`config.mk`:
```
export PLATFORM = sky130hd
export DESIGN_NAME = key_direction
export DESIGN_NICKNAME = d
export VERILOG_FILES = /design/src/rtl/key_direction.sv
export SDC_FILE = /design/constraint.sdc
export NUM_CORES = 1
export LEC_CHECK = 0
export CAP_MARGIN = 20
export CORE_MARGIN = 8
export CORE_UTILIZATION = 35
export DETAILED_ROUTE_END_ITERATION = 8
export PLACE_DENSITY = 0.61
export SKIP_CTS_REPAIR_TIMING = 1
export SLEW_MARGIN = 20
export SYNTH_ARGS = -nofsm -noshare
export SYNTH_HDL_FRONTEND = slang
export SYNTH_SLANG_ARGS = --single-unit
export TNS_END_PERCENT = 1
```
`constraint.sdc`:
```
create_clock -name clk -period 3.98 [get_ports clk]
set_input_delay 0.398 -clock clk [delete_from_list [all_inputs] [get_ports clk]]
set_output_delay 0.398 -clock clk [all_outputs]
set_load 0.02 [all_outputs]
```
`src/rtl/key_direction.sv`:
```
// key_direction: input stage for the snake game. Each raw push-button is
// synchronised, debounced and edge-detected; accepted turns are buffered in
// a two-entry queue and released into dir one per game tick.
module key_direction #(
   parameter int DEBOUNCE_CNT = 200,
   parameter int CNT_W        = 8
) (
   input  logic       clk,
   input  logic       rst,
   input  logic       key_up,
   input  logic       key_down,
   input  logic       key_left,
   input  logic       key_right,
   input  logic       step,
   input  logic       game_over,
   output logic [1:0] dir,
   output logic       moving,
   output logic       key_pulse,
   output logic       key_drop,
   output logic [1:0] queue_count
);

   typedef enum logic [1:0] {
      ST_IDLE = 2'b00,
      ST_RUN  = 2'b01,
      ST_OVER = 2'b10
   } state_t;

   localparam logic [CNT_W-1:0] CNT_LAST = CNT_W'(DEBOUNCE_CNT - 1);
   localparam logic [CNT_W-1:0] CNT_ONE  = CNT_W'(1);
   localparam logic [CNT_W-1:0] CNT_ZERO = CNT_W'(0);

   // Key vector indexed by direction code: 0 UP, 1 DOWN, 2 LEFT, 3 RIGHT.
   logic [3:0]            raw_s;
   logic [3:0]            sync1_q;
   logic [3:0]            sync2_q;
   logic [3:0]            stable_q;
   logic [3:0]            stable_d;
   logic [3:0]            stable_dly_q;
   logic [3:0][CNT_W-1:0] cnt_q;
   logic [3:0][CNT_W-1:0] cnt_d;
   logic [3:0]            press_s;
   logic                  press_any_s;
   logic [1:0]            win_s;

   state_t     state_q;
   state_t     state_d;
   logic [1:0] dir_q;
   logic [1:0] dir_d;
   logic [1:0] head_q;
   logic [1:0] head_d;
   logic [1:0] tail_q;
   logic [1:0] tail_d;
   logic [1:0] count_q;
   logic [1:0] count_d;
   logic       moving_q;
   logic       moving_d;
   logic       pulse_q;
   logic       pulse_d;
   logic       drop_q;
   logic       drop_d;
   logic [1:0] ref_s;
   logic       pop_s;
   logic       legal_s;
   logic       accept_s;

   assign raw_s       = {key_right, key_left, key_down, key_up};
   assign press_s     = stable_q & ~stable_dly_q;
   assign press_any_s = |press_s;

   assign dir         = dir_q;
   assign moving      = moving_q;
   assign key_pulse   = pulse_q;
   assign key_drop    = drop_q;
   assign queue_count = count_q;

   // Debounce: count consecutive cycles the synchronised key disagrees with its stable value.
   always_comb begin
      stable_d = stable_q;
      cnt_d    = cnt_q;
      for (int i = 0; i < 4; i++) begin
         if (sync2_q[i] == stable_q[i]) begin
            cnt_d[i] = CNT_ZERO;
         end else if (cnt_q[i] == CNT_LAST) begin
            stable_d[i] = ~stable_q[i];
            cnt_d[i]    = CNT_ZERO;
         end else begin
            cnt_d[i] = cnt_q[i] + CNT_ONE;
         end
      end
   end

   // Synchroniser, debounce and edge-detect registers.
   always_ff @(posedge clk) begin
      if (rst) begin
         sync1_q      <= 4'b0000;
         sync2_q      <= 4'b0000;
         stable_q     <= 4'b0000;
         stable_dly_q <= 4'b0000;
         for (int i = 0; i < 4; i++) begin
            cnt_q[i] <= CNT_ZERO;
         end
      end else begin
         sync1_q      <= raw_s;
         sync2_q      <= sync1_q;
         stable_q     <= stable_d;
         stable_dly_q <= stable_q;
         cnt_q        <= cnt_d;
      end
   end

   // Fixed-priority pick among simultaneous presses: UP > DOWN > LEFT > RIGHT.
   always_comb begin
      if (press_s[0]) begin
         win_s = 2'b00;
      end else if (press_s[1]) begin
         win_s = 2'b01;
      end else if (press_s[2]) begin
         win_s = 2'b10;
      end else begin
         win_s = 2'b11;
      end
   end

   // Reference direction for reversal/duplicate checks: newest queued turn, else dir.
   always_comb begin
      case (count_q)
         2'd2:    ref_s = tail_q;
         2'd1:    ref_s = head_q;
         default: ref_s = dir_q;
      endcase
   end

   assign pop_s    = step & (count_q != 2'd0);
   assign legal_s  = (win_s != ref_s) & (win_s != (ref_s ^ 2'b01));
   assign accept_s = press_any_s & legal_s & ((count_q != 2'd2) | pop_s);

   // Game-state FSM: next state, direction and turn-queue update.
   always_comb begin
      state_d  = state_q;
      dir_d    = dir_q;
      moving_d = moving_q;
      pulse_d  = 1'b0;
      drop_d   = 1'b0;
      head_d   = head_q;
      tail_d   = tail_q;
      count_d  = count_q;
      case (state_q)
         ST_IDLE: begin
            if (game_over) begin
               state_d  = ST_OVER;
               moving_d = 1'b0;
               count_d  = 2'd0;
            end else if (press_any_s) begin
               state_d  = ST_RUN;
               dir_d    = win_s;
               moving_d = 1'b1;
               pulse_d  = 1'b1;
            end else begin
               state_d = ST_IDLE;
            end
         end
         ST_RUN: begin
            if (game_over) begin
               state_d  = ST_OVER;
               moving_d = 1'b0;
               count_d  = 2'd0;
            end else begin
               pulse_d = accept_s;
               drop_d  = press_any_s & ~accept_s;
               if (pop_s) begin
                  dir_d = head_q;
               end else begin
                  dir_d = dir_q;
               end
               if (pop_s && accept_s) begin
                  // Occupancy is unchanged; the new turn lands behind what remains.
                  if (count_q == 2'd2) begin
                     head_d = tail_q;
                     tail_d = win_s;
                  end else begin
                     head_d = win_s;
                  end
               end else if (pop_s) begin
                  head_d  = tail_q;
                  count_d = count_q - 2'd1;
               end else if (accept_s) begin
                  if (count_q == 2'd0) begin
                     head_d = win_s;
                  end else begin
                     tail_d = win_s;
                  end
                  count_d = count_q + 2'd1;
               end else begin
                  count_d = count_q;
               end
            end
         end
         ST_OVER: begin
            // Terminal until reset; keys, ticks and game_over are ignored.
            state_d  = ST_OVER;
            moving_d = 1'b0;
            count_d  = 2'd0;
         end
         default: begin
            state_d  = ST_OVER;
            moving_d = 1'b0;
            count_d  = 2'd0;
         end
      endcase
   end

   // Game-state registers; all outputs come straight from these flops.
   always_ff @(posedge clk) begin
      if (rst) begin
         state_q  <= ST_IDLE;
         dir_q    <= 2'b11;
         moving_q <= 1'b0;
         pulse_q  <= 1'b0;
         drop_q   <= 1'b0;
         head_q   <= 2'b00;
         tail_q   <= 2'b00;
         count_q  <= 2'd0;
      end else begin
         state_q  <= state_d;
         dir_q    <= dir_d;
         moving_q <= moving_d;
         pulse_q  <= pulse_d;
         drop_q   <= drop_d;
         head_q   <= head_d;
         tail_q   <= tail_d;
         count_q  <= count_d;
      end
   end

endmodule

```
**Word-level counts from Yosys, hierarchy flattened**

Cells that the tools add are included.

- Output and inout port bits: 7
- Bits in registers: 61
- Bits of input ports: 8
- Word-level logic and storage cells: 131

- Add/sub/neg operators: 6
- Eq/ne operators: 26
- Bitwise logic cells: 20
- Reduce and logical (&&, ||, !) cells: 23
- Mux-type cells: 37

Operators by type and width:

| cell | number |
|---|---|
| 2-bit 2-to-1 mux | 23 |
| 8-bit by 1-bit adder with 8-bit output (second input constant) | 4 |
| 8-bit equality test (second input constant) | 4 |
| 2-bit inequality test (second input constant) | 8 |
| 2-bit case mux with 2 select lines | 4 |
| 3-bit OR reduction | 5 |
| 1-bit inverter | 12 |
| 2-bit AND reduction | 5 |
| 1-bit 2-to-1 mux | 8 |
| 3-bit inequality test (second input constant) | 2 |
| 6-bit AND reduction | 1 |
| 2-bit nonzero test | 3 |
| 3-bit nonzero test | 2 |
| 1-bit AND | 5 |
| 5-bit AND reduction | 1 |
| 4-bit AND | 1 |
| 1-bit equality test | 4 |
| 2-bit by 1-bit equality test with 1-bit output (second input constant) | 2 |
| 2-bit logical NOT | 2 |
| 2-bit by 1-bit inequality test with 1-bit output (second input constant) | 2 |
| 2-bit inequality test | 2 |
| 4-bit inequality test (second input constant) | 1 |
| 4-bit inverter | 1 |
| 1-bit case mux with 2 select lines | 2 |
| other kinds (8) | 8 |

**Logic depth before layout (Yosys ltp)**

Gate-level depths: netlist of the first run.

- Depth in word-level cells: 14
- Depth in mapped cells: 9
- Gate-level depth less buffers: 8

**Worst setup path before layout of the first run**

OpenSTA, ideal clock, no wires.

- Path type: register to register
- From: register count_q[0] (netlist: queue_count[0])
- To: register count_q[0] (netlist: queue_count[0])
- Setup slack: 1840 ps
- Period minus slack after synthesis: 2140 ps
- Cell stages (with the launch flop): 10
- Path buffers: 1
- Data required time: 3910 ps
- Data arrival time: 2070 ps
- Library setup time: 70 ps
- Path through: dfxtp_1 > inv_1 > ha_1 > buf_6 > a22oi_4 > a21o_4 > mux2i_4 > mux2i_1 > or3_1 > a21boi_1

- Word-level cells in the longest chain between the ends: 10
- Elaborated cells on any way between the ends: 24
- Those cells by class: add/sub (2); eq/ne (7); mux (6); bitwise (6); reduce/logical (3)

Ends and longest elaborated chain:

| item | line | RTL |
|---|---|---|
| start, declared | 54 | `logic [1:0] count_q;` |
| start signal, assigned | 232 | `count_q <= count_d;` |
| 2-bit by 1-bit equality test with 1-bit output or 2-bit equality test (tied branches) | 127 | `case (count_q)` |
| 2-bit case mux with 2 select lines | 127 |  |
| 1-bit inverter (no line) | - |  |
| 2-bit inequality test | 135 | `assign legal_s = (win_s != ref_s) & (win_s != (ref_s ^ 2'b01));` |
| 1-bit AND | 135 |  |
| 1-bit AND (2 in a row) | 136 | `assign accept_s = press_any_s & legal_s & ((count_q != 2'd2) \| pop_s);` |
| 1-bit logical AND | 176 | `if (pop_s && accept_s) begin` |
| 3-bit inequality test (no line) | - |  |
| 3-bit AND reduction (no line) | - |  |

Parallel ways exist; a longest one is shown, timed or not. The select of a mux whose other input is x is not followed.
A chain may end at the register's enable or synchronous reset.

**Worst setup path after layout of the first run**

Same ends and word-level chain as after synthesis.

==> results.cfg, run 1 <==
[routing]
top_layer_used = met4
vias = 1895
wl_met3_um = 197
route.met2.wl_mm = 2.00
vias_per_cell = 4.66
wl_met1_mm = 2.23
ant_nets = 0
drc = 0
drtPass1Iterations = 4
post_drt_wl_per_cell_um = 11.1
routed_wl_mm = 4.52
drt_iter0_drc = 59

[critical_path]
worstSetupPathType = flip-flop to flip-flop
crit_chain = inv_1 > ha_1 > a22oi_4 > a21o_4 > mux2i_4 > mux2i_1 > or3_1 > a21boi_1
r2r_start = queue_count[0]
cp.arrival_ns = 2.54
r2r-end = queue_count[0]
ff2ff_path_depth = 8
critPathMaxStageDelay_ns = 0.40
end_kind = flip-flop
cp_max_fo = 10
cp-start-kind = flip-flop
critical_path_required_ns = 4.24
ff2ff_setup_slack_ns = 1.70
cpMaxStageDelayCell = dfxtp_1

[grt]
grt_pass1_wl_mm = 7.99
antenna_found_initial = 0
grt_use_total = 0.0905
grt_max_degree = 31
grt_pass1_vias = 1809
grt_overflow_total = 0

[power]
power_switching_uw = 250
power_frac_comb = 0.020
power_density_nw_per_um2 = 371
p_leak_uw = 0.00111
p_seq_frac = 0.544
p_sw_frac = 0.220
p_total_uw = 1140
ir_drop_uv = 257
power_frac_clock = 0.435
p_int_uw = 887

[synthesis]
seq_area_frac_synth = 0.454
synth_compound_area_frac = 0.0875
synth_xor_area_frac = 0.0977
syn-mean-instance-area_um2 = 9.43
async_flop_share = 0
synth_nets = 300
synthAdderAreaFrac = 0.0326
yosys.area_share.simple = 0.254
synthDistinctLibCells = 47
yosys-mux-area-fraction = 0.0382
synth-main-ff-cell = dfxtp_1
synth_edf_count = 0
syn-cell-area_um2 = 2690
ys_warn_count = 0
synth_top_family_by_area = simple AND/OR/NAND/NOR gates
syn_inst = 285
ys_seq_elements = 61

[timing]
tns_ns = 0
final-setup-viol-count = 0
hold_viol_final = 0
hold_ws_ns = 0.437
tightestPinTransition_ns = 0.654
fin_worst_skew_ns = 0.00596
drv_slew = 0
slew_headroom = 0.563
worst_slack_ns = 1.70
clock.fmax_mhz = 438
rsz0062_at_grt = false
fin_crit_ns = 2.28
post-route-period-util = 0.573

[floorplanning]
io_pins = 15
coreArea_um2 = 7570
start_util = 0.355
die_area_um2 = 10700
rows = 32
fp.dieH_um = 104
die_x_um = 104

[run]
maxCapViolCount = 0

[worst_hold_path]
hold_class = flip-flop to flip-flop
min_delay_worst_endpoint = sync2_q[2]
hold_path_depth = 1
min_from = sync1_q[2]

[cells_and_area]
instances_no_fill = 407
drive_gt1_frac = 0.0918
num_antenna_cells = 0
nNetsFinal = 315
area_growth_pct = 13.9

[placed_design]
globalplace.congestion = 0.797
dp.cells = 391
pre_cts_slack_ns = 1.58
io_buffer_count = 14
dp_hpwl_mm = 3.13

[cts]
cts_buffer_depth = 2
cts_root_buf = clkbuf_8
clock-sinks = 61
clk_latency_ns = 0.33
clk_pin_slew_worst_paths_ns = 0.06
cts_made_buffers = 9
cts_tree = done
cts_htree_levels = 3

[run_status]
status = complete, no violations
## cell families after synthesis
kind of cell / after synthesis
fa+ha+maj: 7
buf+inv: 18
mux: 9
simple gates: 129
xor+xnor: 30
compound gates: 31
flops: 61
## layout make-up
class                      count  area, µm²
multi-input combinational    206       1370
clock inverter                 3       20.0
tap                          102        128
fill                         770       4500
sequential                    61       1220
inverter                       8       30.0
timing repair buffer          14        135
clock buffer                  13        159
## worst max-delay path by stage
stage / slack, ns / cells past startpoint / from / to
after floorplan: 1.84 / 9 / queue_count[0] / queue_count[0]
after global placement: 1.60 / 4 / rst / queue_count[1]
after detailed placement: 1.58 / 4 / rst / queue_count[1]
after CTS: 1.68 / 8 / queue_count[0] / queue_count[0]
after global routing: 1.54 / 8 / queue_count[0] / queue_count[0]
final: 1.70 / 8 / queue_count[0] / queue_count[0]
## stage by stage
| step | instance area, µm² | util |
|---|---|---|
| 2_1_floorplan | 2690 | - |
| 3_3_place_gp | 2890 | 0.382 |
| 3_5_place_dp | 2890 | 0.382 |
| 4_1_cts | 3070 | 0.405 |
| 5_1_grt | 3060 | 0.405 |
| 6_report | 3060 | 0.405 |
## critical path: cells and delay by family (launching register included)
kind                       cells  cell delay, ns
AOI/OAI and AO/OA              3            0.60
adders and majority gates      1            0.34
buffers and inverters          1            0.08
DFF                            1            0.40
muxes                          2            0.44
and+or+nand+nor                1            0.35
## synth_stat cells, types with 3 or more instances
master	n	area, µm²
dfxtp_1	61	1220
nor2_1	48	180
xor2_1	21	184
nand3_1	18	90.1
nor2b_1	14	87.6
xnor2_1	9	78.8
and3_1	8	50.1
inv_1	8	30.0
mux2i_1	8	80.1
nand2_1	8	30.0
ha_1	7	87.6
a21oi_1	6	30.0
clkbuf_1	6	22.5
nand2b_1	6	37.5
o21ai_0	6	30.0
or2_2	5	31.3
nand4_1	4	25.0
nor4_1	3	18.8
## routing by layer
layer | GRT usage | vias up
met5 | 0 | -
met4 | 0.0496 | 0
met3 | 0.0366 | 8
met2 | 0.139 | 33
met1 | 0.105 | 862
li1 | - | 992
## cells in the final DEF, fill, tap and decap left out, drive strengths merged, types with 7 or more instances in the layout
master,count
mux2i,9
clkdlybuf4s50,13
xor2,21
nor2,48
ha,7
nor2b,16
inv,8
nand2,8
xnor2,9
nand3,18
and3,8
clkbuf,13
dfxtp,61
## power by group through the flow
stage	Combinational [µW]	Sequential (µW)	Clock (µW)
2_1_floorplan	15.0	632	0
3_3_place_gp	24.0	632	0
3_5_place_dp	24.3	632	0
4_1_cts	24.5	619	513
5_1_grt	26.5	619	540
6_report	23.3	619	495
## registers in the layout, summed over array words and instances (netlist names), 2 cells and up
signal	cells
cnt_q	32
stable_dly_q	4
stable_q	4
sync1_q	4
sync2_q	4
dir	2
head_q	2
queue_count	2
state_q	2
tail_q	2
No activity file was read; power rests on OpenSTA's default activity.
==> inputs of run 2 (changes only) <==
--- a/config.mk
+++ b/config.mk
@@ -9,7 +9,7 @@
 export CORE_MARGIN = 8
 export CORE_UTILIZATION = 35
 export DETAILED_ROUTE_END_ITERATION = 8
-export PLACE_DENSITY = 0.61
+export PLACE_DENSITY = 0.63
 export SKIP_CTS_REPAIR_TIMING = 1
 export SLEW_MARGIN = 20
 export SYNTH_ARGS = -nofsm -noshare
==> constraint.sdc (replaced) <==
create_clock -name clk -period 1.83 [get_ports clk]
set_input_delay 0.183 -clock clk [delete_from_list [all_inputs] [get_ports clk]]
set_output_delay 0.183 -clock clk [all_outputs]
set_load 0.02 [all_outputs]
==> run 2 against run 1 <==
Net effect: the run now ends with setup timing left; die area is the same; worst setup slack lost 1.8 ns; critical path depth is the same; clock skew grew 0.0025 ns; cell area grew 8.9%; register-to-register slack lost 1.8 ns; routed wire length grew 10%; cell count grew 5.4%; global-route usage grew 0.69 points; largest cell class unchanged.
==> results.cfg, run 2 (synthesis results as in run 1) <==
[timing]
final-setup-viol-count = 3
drv_slew = 0
tightestPinTransition_ns = 0.559
post-route-period-util = 1.04
fin_crit_ns = 1.91
hold_ws_ns = 0.395
worst_slack_ns = -0.0784
clock.fmax_mhz = 524
rsz0062_at_grt = true
fin_worst_skew_ns = 0.00844
slew_headroom = 0.625
hold_viol_final = 0

[critical_path]
cp.arrival_ns = 2.14
cpMaxStageDelayCell = nor4_4
cp-start-kind = flip-flop
path_buf_inv = 1
crit_chain = inv_2 > ha_4 > nor2_4 > a21o_4 > mux2i_4 > nor4_4 > mux2i_1 > nor2_1
end_kind = flip-flop
cp_top_family = simple AND/OR/NAND/NOR gates
critPathMaxStageDelay_ns = 0.37
worstSetupPathType = flip-flop to flip-flop
critical_path_required_ns = 2.06
cp_max_fo = 5

[routing]
vias = 2016
drc = 0
drt_iter0_drc = 36
post_drt_wl_per_cell_um = 11.6
ant_nets = 0
vias_per_cell = 4.70
drtPass1Iterations = 4
routed_wl_mm = 4.98

[cells_and_area]
area_growth_pct = 24.1
fill_cells = 725
num_antenna_cells = 0
largest_reg_flops = 32
seqCellArea_um2 = 1230
regMostFlops = cnt_q
final_cell_mix = 59 x dfxtp_1, 47 x nor2_1, 21 x xor2_1, 21 x buf_4, 18 x nand3_1
final_common_cell = dfxtp_1
instances_no_fill = 429
drive_gt1_frac = 0.187
multiInputGateArea_um2 = 1410
nNetsFinal = 337

[floorplanning]
die_area_um2 = 10700
die_x_um = 104
fp.dieH_um = 104
io_pins = 15
coreArea_um2 = 7570
start_util = 0.355
rows = 32

[grt]
grt_use_total = 0.0974
grt_pass1_wl_mm = 8.63
antenna_found_initial = 0
grt_pass1_vias = 1954
grt_overflow_total = 0
grt_max_degree = 31

[cts]
clk_pin_slew_worst_paths_ns = 0.07
clk_latency_ns = 0.34
cts_htree_levels = 3
clock-sinks = 61
cts_root_buf = clkbuf_8
cts_buffer_depth = 2
cts_made_buffers = 9
cts_tree = done

[power]
p_leak_uw = 0.00128
power_density_nw_per_um2 = 821
ir_drop_uv = 364

[run_status]
status = finished, violations left
violations = setup timing

[run]
maxCapViolCount = 0

[placed_design]
dp.cells = 411
dp_hpwl_mm = 3.45
globalplace.congestion = 0.774
io_buffer_count = 14

[worst_hold_path]
hold_class = primary input to flip-flop
## run 2: cell types whose count changed in the layout (fill, tap and decap cells not counted), moves of 2 or more
cell | previous run | this run
ha_1 | 7 | 5
inv_6 | 0 | 2
dfxtp_1 | 61 | 59
bufinv_16 | 0 | 2
inv_1 | 8 | 6
clkbuf_8 | 11 | 9
clkbuf_1 | 2 | 0
buf_4 | 0 | 21
inv_2 | 0 | 2
## run 2: power breakdown
part	internal, µW	switching, µW	total, µW	leakage, µW
registers	1340	5.92	1340	0.000495
logic	30.6	26.9	57.4	0.000676
clock network	773	563	1340	0.000106
total	2140	596	2740	0.00128
## run 2: layer usage
metal	vias up	routed length [µm]	GRT usage
met5	-	0	0
met4	0	168	0.0683
met3	22	167	0.0322
met2	36	2210	0.151
met1	920	2430	0.111
li1	1038	-	-
## run 2: final cells by class
class | instances | area share
clock buffers | 9 | 0.0371
clock inverters | 7 | 0.0293
well taps | 102 | 0.0383
flip-flops and latches | 61 | 0.368
inverters | 8 | 0.00900
repair buffers | 36 | 0.0953
multi-input cells | 206 | 0.423
## run 2: through the flow
stage	power, µW	worst slack [ns]	setup TNS, ns	cell area (µm²)	utilization
finish	2740	-0.0784	-0.188	3340	0.441
detailed placement	1430	-0.146	-0.613	3060	0.404
floorplan	1410	-0.134	-0.453	2700	-
global route	2850	-0.200	-0.749	3340	0.441
global placement	1430	-0.0454	-0.136	3060	0.404
CTS	2780	-0.161	-0.631	3280	0.434
## run 2: final timing paths
path | start | to | slack, ns | cells past startpoint
worst max-delay path | queue_count[0] | tail_q[1] | -0.08 | 8
worst max register to register | queue_count[0] | tail_q[1] | -0.08 | 8
worst min register to register | sync1_q[1] | sync2_q[1] | 0.44 | 1
worst min-delay path | key_down | sync1_q[1] | 0.40 | 2
## run 2: worst register-to-register path, cell delays in order (launching register included)
cell and delay (ns):
dfxtp_4 0.36, inv_2 0.05, ha_4 0.31, nor2_4 0.04, a21o_4 0.21, mux2i_4 0.20, nor4_4 0.37, mux2i_1 0.22
nor2_1 0.05
